File: src/rtl/branch_resolve_unit.sv
// branch_resolve_unit
// Execute-stage branch resolution. It holds the processor status flags,
// evaluates condition codes, issues a one-cycle PC redirect, raises a
// fixed-length flush after each taken branch, and owns the return-address
// stack.
// Ports:
//   clk, rst                  clock, asynchronous active-high reset
//   flag_we, alu_flags        flag register load ({V,C,Z,S})
//   br_valid, br_cond         branch request and condition code
//   pc, target                branch address and precomputed target
//   br_ready                  1 when no flush is in progress
//   redirect, redirect_pc     one-cycle fetch redirect
//   flush                     squash younger instructions
//   illegal_cond              one-cycle pulse on an accepted reserved code
//   ras_empty, ras_full       return-address stack occupancy
//   ras_err                   sticky stack overflow/underflow
module branch_resolve_unit #(
  parameter int unsigned PC_W         = 32,
  parameter int unsigned RAS_DEPTH    = 4,
  parameter int unsigned FLUSH_CYCLES = 2
) (
  input  logic            clk,
  input  logic            rst,
  input  logic            flag_we,
  input  logic [3:0]      alu_flags,
  input  logic            br_valid,
  input  logic [3:0]      br_cond,
  input  logic [PC_W-1:0] pc,
  input  logic [PC_W-1:0] target,
  output logic            br_ready,
  output logic            redirect,
  output logic [PC_W-1:0] redirect_pc,
  output logic            flush,
  output logic            illegal_cond,
  output logic            ras_empty,
  output logic            ras_full,
  output logic            ras_err
);

  localparam int unsigned PTR_W = (RAS_DEPTH > 1) ? $clog2(RAS_DEPTH) : 1;
  localparam int unsigned CNT_W = $clog2(RAS_DEPTH + 1);
  localparam int unsigned FL_W  = $clog2(FLUSH_CYCLES + 1);

  localparam logic [3:0] C_NONE = 4'b0000;
  localparam logic [3:0] C_BLTZ = 4'b0001;
  localparam logic [3:0] C_BZ   = 4'b0010;
  localparam logic [3:0] C_BNZ  = 4'b0011;
  localparam logic [3:0] C_BCY  = 4'b0100;
  localparam logic [3:0] C_BNCY = 4'b0101;
  localparam logic [3:0] C_BGEZ = 4'b0110;
  localparam logic [3:0] C_BGTZ = 4'b0111;
  localparam logic [3:0] C_BLEZ = 4'b1000;
  localparam logic [3:0] C_BOV  = 4'b1001;
  localparam logic [3:0] C_BNOV = 4'b1010;
  localparam logic [3:0] C_JMP  = 4'b1011;
  localparam logic [3:0] C_CALL = 4'b1100;
  localparam logic [3:0] C_RET  = 4'b1101;

  // State registers
  logic [3:0]      flags_q, flags_d;
  logic            redirect_q, redirect_d;
  logic [PC_W-1:0] redirect_pc_q, redirect_pc_d;
  logic            illegal_q, illegal_d;
  logic [FL_W-1:0] flush_cnt_q, flush_cnt_d;
  logic [PC_W-1:0] ras_q [RAS_DEPTH];
  logic [PTR_W-1:0] ras_ptr_q, ras_ptr_d;
  logic [CNT_W-1:0] ras_cnt_q, ras_cnt_d;
  logic            ras_err_q, ras_err_d;

  // Combinational decode
  logic            accept_c;
  logic [3:0]      eval_flags_c;
  logic            v_c, c_c, z_c, s_c;
  logic            taken_c;
  logic            illegal_c;
  logic            push_c;
  logic            pop_c;
  logic            underflow_c;
  logic            is_full_c;
  logic            is_empty_c;
  logic [PTR_W-1:0] top_idx_c;

  assign is_full_c  = (ras_cnt_q == CNT_W'(RAS_DEPTH));
  assign is_empty_c = (ras_cnt_q == '0);
  assign top_idx_c  = ras_ptr_q - PTR_W'(1);

  assign br_ready     = (flush_cnt_q == '0);
  assign flush        = (flush_cnt_q != '0);
  assign redirect     = redirect_q;
  assign redirect_pc  = redirect_pc_q;
  assign illegal_cond = illegal_q;
  assign ras_empty    = is_empty_c;
  assign ras_full     = is_full_c;
  assign ras_err      = ras_err_q;

  assign accept_c = br_valid & br_ready;
  // Flags written in the same cycle as an accepted branch are forwarded.
  assign eval_flags_c = (flag_we & accept_c) ? alu_flags : flags_q;
  assign {v_c, c_c, z_c, s_c} = eval_flags_c;

  // Condition evaluation and stack request decode
  always_comb begin
    taken_c     = 1'b0;
    illegal_c   = 1'b0;
    push_c      = 1'b0;
    pop_c       = 1'b0;
    underflow_c = 1'b0;
    unique case (br_cond)
      C_NONE: taken_c = 1'b0;
      C_BLTZ: taken_c = s_c;
      C_BZ:   taken_c = z_c;
      C_BNZ:  taken_c = ~z_c;
      C_BCY:  taken_c = c_c;
      C_BNCY: taken_c = ~c_c;
      C_BGEZ: taken_c = ~s_c;
      C_BGTZ: taken_c = ~s_c & ~z_c;
      C_BLEZ: taken_c = s_c | z_c;
      C_BOV:  taken_c = v_c;
      C_BNOV: taken_c = ~v_c;
      C_JMP:  taken_c = 1'b1;
      C_CALL: begin
        taken_c = 1'b1;
        push_c  = 1'b1;
      end
      C_RET: begin
        pop_c       = ~is_empty_c;
        taken_c     = ~is_empty_c;
        underflow_c = is_empty_c;
      end
      default: illegal_c = 1'b1;
    endcase
  end

  // Next-state logic
  always_comb begin
    flags_d       = flag_we ? alu_flags : flags_q;
    redirect_d    = 1'b0;
    redirect_pc_d = redirect_pc_q;
    illegal_d     = 1'b0;
    flush_cnt_d   = (flush_cnt_q != '0) ? flush_cnt_q - FL_W'(1) : flush_cnt_q;
    ras_ptr_d     = ras_ptr_q;
    ras_cnt_d     = ras_cnt_q;
    ras_err_d     = ras_err_q;

    if (accept_c) begin
      illegal_d = illegal_c;
      if (taken_c) begin
        redirect_d    = 1'b1;
        redirect_pc_d = pop_c ? ras_q[top_idx_c] : target;
        flush_cnt_d   = FL_W'(FLUSH_CYCLES);
      end
      if (push_c) begin
        // When full, the write slot holds the oldest entry, so it is overwritten.
        ras_ptr_d = ras_ptr_q + PTR_W'(1);
        if (is_full_c) begin
          ras_err_d = 1'b1;
        end else begin
          ras_cnt_d = ras_cnt_q + CNT_W'(1);
        end
      end
      if (pop_c) begin
        ras_ptr_d = top_idx_c;
        ras_cnt_d = ras_cnt_q - CNT_W'(1);
      end
      if (underflow_c) begin
        ras_err_d = 1'b1;
      end
    end
  end

  // State register
  always_ff @(posedge clk or posedge rst) begin
    if (rst) begin
      flags_q       <= '0;
      redirect_q    <= 1'b0;
      redirect_pc_q <= '0;
      illegal_q     <= 1'b0;
      flush_cnt_q   <= '0;
      ras_ptr_q     <= '0;
      ras_cnt_q     <= '0;
      ras_err_q     <= 1'b0;
      for (int i = 0; i < int'(RAS_DEPTH); i++) begin
        ras_q[i] <= '0;
      end
    end else begin
      flags_q       <= flags_d;
      redirect_q    <= redirect_d;
      redirect_pc_q <= redirect_pc_d;
      illegal_q     <= illegal_d;
      flush_cnt_q   <= flush_cnt_d;
      ras_ptr_q     <= ras_ptr_d;
      ras_cnt_q     <= ras_cnt_d;
      ras_err_q     <= ras_err_d;
      if (accept_c && push_c) begin
        ras_q[ras_ptr_q] <= pc + PC_W'(4);
      end
    end
  end

endmodule

File: config.mk
export PLATFORM = sky130hd
export DESIGN_NAME = branch_resolve_unit
export DESIGN_NICKNAME = d
export VERILOG_FILES = /design/src/rtl/branch_resolve_unit.sv
export SDC_FILE = /design/constraint.sdc
export NUM_CORES = 1
export LEC_CHECK = 0
export ABC_CLOCK_PERIOD_IN_PS = 6750
export CAP_MARGIN = 0
export CORE_ASPECT_RATIO = 0.6
export CORE_MARGIN = 2
export CORE_UTILIZATION = 45
export DETAILED_ROUTE_END_ITERATION = 6
export GPL_TIMING_DRIVEN = 0
export MAX_ROUTING_LAYER = met4
export PLACE_DENSITY = 0.67
export SLEW_MARGIN = 5
export SYNTH_ARGS = -nofsm -noshare
export SYNTH_HDL_FRONTEND = slang
export SYNTH_SLANG_ARGS = --single-unit
File: constraint.sdc
create_clock -name clk -period 6.75 [get_ports clk]
set_input_delay 1.35 -clock clk [delete_from_list [all_inputs] [get_ports clk]]
set_output_delay 1.35 -clock clk [all_outputs]
set_load 0.02 [all_outputs]
==> flow_metrics.tcl, run 1 <==
set metrics [dict create \
    status "complete, no violations" \
    hold_viol_final 0 \
    viasPerCell 5.49 \
    clock_latency_ns 0.43 \
    setup_violations 0 \
    synth_top_cell_by_area "dfrtp_1" \
    critPathArrivalTime_ns 4.43 \
    synth-seq-cells 174 \
    critPathKind "flip-flop to flip-flop" \
    grt_start_max_net_pins 110 \
    utilization_pct 57.4 \
    ys_async_sr_fraction_pct 100 \
    num_rows 38 \
    cp-start-kind "flip-flop" \
    start_util_pct 46.3 \
    num_vias 6115 \
    yosys_warnings 0 \
    grt_use_total_pct 23.4 \
    nFillCells 1549 \
    clk_path_buf_depth 2 \
    tightest_slew_ns 1.05 \
    portBuffers 111 \
    cts_tree "built" \
    antennaDiodeCount 0 \
    synth_commonest_cells "dfrtp_1, nand2_1, nor2_1, a21oi_1, o21ai_0" \
    synth-edff-count 0 \
    ys_seq_area_share_pct 51.5 \
    area_growth_pct 24.0 \
    synth.top_cell.area_share_pct 51.5 \
    nNetsFinal 944 \
    synthTopCellsByArea "dfrtp_1, mux4_2, mux2_2" \
    hp-class "flip-flop to flip-flop" \
    crit_required_ns 7.06 \
    drive_gt1_share_pct 19.7 \
    detail-route-antenna-nets 0 \
    dp_hpwl_um 14800 \
    gr-usage-met1_pct 34.4 \
    syn_avg_cell_area_sq_um 11.6 \
    grt_setup_unrepaired "false" \
    core_sq_um 18300 \
    post-route-min-period_ns 4.11 \
    grt_use_met3_pct 5.55 \
    cts_num_sinks 174 \
    cts_buffers 17 \
    drv_cap 0 \
    p_per_area_nw_per_um2 410 \
    cts_hold_buf 0 \
    globalRouteOverflowTotal 0 \
    fin_crit_sh_pct 60.9 \
    final-seq-area_sq_um 4350 \
    finalMaxSlewViolations 0 \
    drt_first_pass_iters 5 \
    busiest_layer "met1" \
    dpl_cell_area_sq_um 9900 \
    path_clk_slew_ns 0.07 \
    irDropWorstVdd_mv 0.209 \
    synth_flop_cell "dfrtp_1" \
    cp_max_fo 10 \
    finalInstanceArea_sq_um 10500 \
    place_inst 1083 \
    globalplace.congestion 0.855 \
    leakage_nw 4.62 \
    endpoint_kind "flip-flop" \
    synth_cell_types 40 \
    die_w_um 181 \
    drtIter0Drc 386 \
    cts_resized 0 \
    die_h_um 110 \
    grt_pass1_vias 6144 \
    multi_input_area_sq_um 3760 \
    syn-cell-area_sq_um 8460 \
    post_cts_buffers 0 \
    io_pins 115 \
    synthesis.instances 731 \
    grt_use_met2_pct 33.0 \
    stdcell_count 1114 \
    synth_most_common_cell "dfrtp_1" \
    wl_um 21400 \
    grt_first_pass_wirelength_um 34300 \
    cts-root-buf "clkbuf_16" \
    routedWlPerCell_um 19.2 \
    htreeDepth 4 \
    antenna_found_initial 0 \
    relSlewSlack_pct 29.8 \
    max_freq_ghz 0.243 \
    die_area_sq_um 19900 \
    skew_ns 0.0122 \
    synth_nets 813 \
    drc 0 \
]
[worst paths after layout]
path	from	slack, ns	depth (start not counted)	endpoint
worst max-delay path	ras_ptr_q[0]$_DFFE_PP0P_	2.64	9	redirect_pc[25]$_DFFE_PP0P_
worst min-delay path	ras_err$_DFFE_PP0P_	0.47	1	ras_err$_DFFE_PP0P_
worst max register to register	ras_ptr_q[0]$_DFFE_PP0P_	2.64	9	redirect_pc[25]$_DFFE_PP0P_
worst min register to register	ras_err$_DFFE_PP0P_	0.47	1	ras_err$_DFFE_PP0P_
max in group asynchronous	rst	4.47	3	ras_q[102]$_DFFE_PP0P_
min in group asynchronous	rst	1.36	2	redirect$_DFF_PP0_
[metrics by stage]
| stage | setup slack, ns | power, mW | hold slack [ns] | setup TNS (ns) |
|---|---|---|---|---|
| floorplan | 0.683 | 2.75 | 0.445 | 0 |
| global placement | -1.78 | 3.28 | 0.457 | -305.39 |
| detailed placement | 2.32 | 3.32 | 0.465 | 0 |
| CTS | 2.57 | 4.32 | 0.480 | 0 |
| global route | 2.32 | 4.56 | 0.502 | 0 |
| finish | 2.64 | 4.30 | 0.473 | 0 |
[report_power, final]
part           switching, mW  internal [mW]  total [mW]
Clock                  0.444          0.551       0.995
Sequential             0.236           1.47        1.70
Combinational          0.744          0.861        1.61
[metal layers]
metal | part of all wire, % | vias up
met5 | 0 | -
met4 | 0.87 | 0
met3 | 6.7 | 13
met1 | 50 | 3082
met2 | 43 | 206
li1 | - | 2814
[kinds of logic after synthesis]
family          Yosys count  synth area share, %
xor+xnor                 33                 3.42
buf+inv                  63                 4.05
compound gates          132                 8.17
mux                     115                 20.9
simple gates            208                 11.0
flops                   174                 51.5
fa+ha+maj                 6                0.976
[area by class of cell]
| class | count | area share [%] |
|---|---|---|
| clock buffers | 17 | 4.06 |
| multi-input cells | 494 | 35.9 |
| plain buffers | 47 | 2.70 |
| flip-flops and latches | 174 | 41.5 |
| inverters | 16 | 0.644 |
| clock inverters | 14 | 1.50 |
| repair buffers | 112 | 10.9 |
| well taps | 240 | 2.86 |
[state kept, by name, indices dropped and copies added, names as in the netlist, 2 cells and up]
signal and flops:
ras_ptr_q 2, flush_cnt_q 2, ras_q 128, ras_cnt_q 3
flags_q 4, redirect_pc 32
[layout by cell type, fill, tap and decap left out, types with 8 or more instances in the layout]
master	n
nor3_1	8
clkbuf_1	23
o21ai_0	61
xor2_1	14
nand3_1	15
nor2_1	75
clkdlybuf4s50_1	111
xnor2_1	19
inv_1	15
mux2_2	51
nand2_1	77
mux4_2	33
buf_2	13
dfrtp_1	174
a21oi_1	63
mux2_4	28
clkbuf_16	17
[worst max-delay path, stage by stage (launching register included)]
cell,delay [ns]
dfrtp_1,0.37
clkbuf_1,0.31
buf_1,0.74
inv_1,0.24
ha_1,0.35
clkbuf_1,0.36
clkbuf_1,0.59
mux4_2,0.46
mux2_2,0.29
mux2_4,0.26
(Power assumes the default switching activity.)
==> inputs of run 2 (changes only) <==
--- a/config.mk
+++ b/config.mk
@@ -5,7 +5,7 @@
 export SDC_FILE = /design/constraint.sdc
 export NUM_CORES = 1
 export LEC_CHECK = 0
-export ABC_CLOCK_PERIOD_IN_PS = 6750
+export ABC_CLOCK_PERIOD_IN_PS = 3300
 export CAP_MARGIN = 0
 export CORE_ASPECT_RATIO = 0.6
 export CORE_MARGIN = 2
@@ -13,7 +13,7 @@
 export DETAILED_ROUTE_END_ITERATION = 6
 export GPL_TIMING_DRIVEN = 0
 export MAX_ROUTING_LAYER = met4
-export PLACE_DENSITY = 0.67
+export PLACE_DENSITY = 0.69
 export SLEW_MARGIN = 5
 export SYNTH_ARGS = -nofsm -noshare
 export SYNTH_HDL_FRONTEND = slang
==> constraint.sdc (replaced) <==
create_clock -name clk -period 3.3 [get_ports clk]
set_input_delay 0.66 -clock clk [delete_from_list [all_inputs] [get_ports clk]]
set_output_delay 0.66 -clock clk [all_outputs]
set_load 0.02 [all_outputs]
==> run 2 against run 1 <==
  * Total power increased by 110%
  * Cell count rose by 0.36%
  * Routed wire length rose by 0.63%
  * Core utilization is 0.50 points higher
  * Sequential power up 110%
  * Non-clock buffer count rose by 3
  * Global-route usage about the same
  * Clock power increased by 110%
  * Hold slack got worse by 0.025 ns
  * Sequential cell count did not move
  * Critical path type is now input port to flip-flop
==> flow_metrics.tcl, run 2 (synthesis results as in run 1) <==
set metrics [dict create \
    status "complete, no violations" \
    crit_family "simple AND/OR/NAND/NOR gates" \
    leakage_nw 4.66 \
    fin_crit_sh_pct 94.0 \
    cts_hold_buf 0 \
    num_vias 6213 \
    die_area_sq_um 19900 \
    core_sq_um 18300 \
    critPathArrivalTime_ns 3.40 \
    top_register "ras_q" \
    irDropWorstVdd_mv 0.460 \
    cts_num_sinks 174 \
    pre_cts_ws_ns -0.758 \
    post-route-min-period_ns 3.10 \
    hold_ws_ns 0.448 \
    skew_ns 0.0115 \
    endpoint_kind "flip-flop" \
    antennaDiodeCount 0 \
    io_pins 115 \
    mostFrequentLayoutCells "dfrtp_1, clkdlybuf4s50_1, nand2_1, nor2_1, a21oi_1" \
    die_w_um 181 \
    nNetsFinal 947 \
    dpl_cell_area_sq_um 9970 \
    die_h_um 110 \
    cts_resized 8 \
    drive_gt1_share_pct 20.8 \
    worst_slack_ns 0.197 \
    start_util_pct 46.3 \
    max_freq_ghz 0.322 \
    cts_buffers 17 \
    setup_tns_ns 0 \
    hp-class "input port to flip-flop" \
    detail-route-antenna-nets 0 \
    cp-start-kind "input port" \
    area_growth_pct 25.1 \
    grt_setup_unrepaired "false" \
    htreeDepth 4 \
    finalMaxSlewViolations 0 \
    mostFrequentLayoutCell "dfrtp_1" \
    clk_path_buf_depth 2 \
    cp_cell_sequence "clkdlybuf4s50_1 -> nor3b_1 -> nand3_1 -> nor2_1 -> and2_1 -> buf_2 -> buf_4 -> buf_2 -> a21oi_1" \
    grt_pass1_vias 6269 \
    drv_cap 0 \
    nFillCells 1569 \
    tightest_slew_ns 0.943 \
    drtIter0Drc 476 \
    critical_path.most_common_cell "buf_2" \
    path_buf_inv 4 \
    path_clk_slew_ns 0.07 \
    max_stage_delay_ns 0.52 \
    wl_um 21600 \
    crit_required_ns 3.60 \
    globalRouteOverflowTotal 0 \
    finalInstanceArea_sq_um 10600 \
    p_per_area_nw_per_um2 836 \
    relSlewSlack_pct 37.2 \
    place_inst 1087 \
    cts-root-buf "clkbuf_16" \
    viasPerCell 5.56 \
    globalplace.congestion 0.866 \
    grt_start_max_net_pins 40 \
    clock_latency_ns 0.44 \
    critPathKind "input port to flip-flop" \
    slowest_stage "nor3b_1" \
    grt_use_total_pct 23.5 \
    portBuffers 111 \
    drc 0 \
    drt_first_pass_iters 6 \
    post_cts_buffers 0 \
    setup_violations 0 \
    antenna_found_initial 0 \
    cts_tree "built" \
    dp_hpwl_um 15100 \
    num_rows 38 \
    cp_max_fo 10 \
    hold_viol_final 0 \
    grt_first_pass_wirelength_um 34500 \
    largest_register_ff_count 128 \
    routedWlPerCell_um 19.3 \
    stdcell_count 1118 \
]
## run 2: power by group
part | leakage [nW] | internal (mW) | total (mW) | switching (mW)
Sequential | 2.26 | 3.00 | 3.51 | 0.510
Combinational | 2.11 | 1.78 | 3.29 | 1.51
Clock | 0.285 | 1.08 | 2.05 | 0.970
## run 2: path summary, 6_finish.rpt
path | start | depth (start not counted) | to | slack, ns
setup / recovery | br_valid | 9 | ras_q[44]$_DFFE_PP0P_ | 0.20
min in group asynchronous | rst | 2 | redirect_pc[6]$_DFFE_PP0P_ | 0.60
setup reg to reg | ras_ptr_q[0]$_DFFE_PP0P_ | 8 | redirect_pc[6]$_DFFE_PP0P_ | 0.28
hold reg to reg | ras_q[101]$_DFFE_PP0P_ | 2 | ras_q[101]$_DFFE_PP0P_ | 0.48
max in group asynchronous | rst | 5 | ras_ptr_q[0]$_DFFE_PP0P_ | 1.68
hold / removal | flag_we | 2 | flags_q[1]$_DFFE_PP0P_ | 0.45
## run 2: metrics by stage
stage | power [mW] | util [%]
after global routing | 9.37 | 57.9
after global placement | 6.70 | 54.1
after CTS | 8.88 | 57.9
final | 8.85 | 57.9
after floorplan | 5.63 | -
after detailed placement | 6.80 | 54.6
## run 2: layout make-up
| class | count | area (sq um) | share of cell area, % |
|---|---|---|---|
| Buffer | 46 | 287 | 2.71 |
| Inverter | 16 | 63.8 | 0.603 |
| Multi-Input combinational cell | 494 | 3760 | 35.6 |
| Timing Repair Buffer | 116 | 1210 | 11.5 |
| Sequential cell | 174 | 4360 | 41.2 |
| Tap cell | 240 | 300 | 2.84 |
| Clock buffer | 17 | 425 | 4.02 |
| Clock inverter | 15 | 170 | 1.61 |
## run 2: routing by layer
metal  vias to the layer above  global-route usage, %  share of wire, %
li1                       2832                      -                 -
met1                      3146                   32.9                47
met2                       212                   35.0                45
met3                        23                   5.62               7.1
met4                         0                   5.57               1.2
met5                         -                      -                 0
## run 2: worst reg2reg max path: stages (launching register included)
cell,delay (ns)
dfrtp_2,0.50
buf_4,0.29
inv_1,0.13
ha_1,0.30
clkbuf_1,0.33
clkbuf_2,0.38
mux4_2,0.43
mux2_2,0.29
mux2_4,0.26
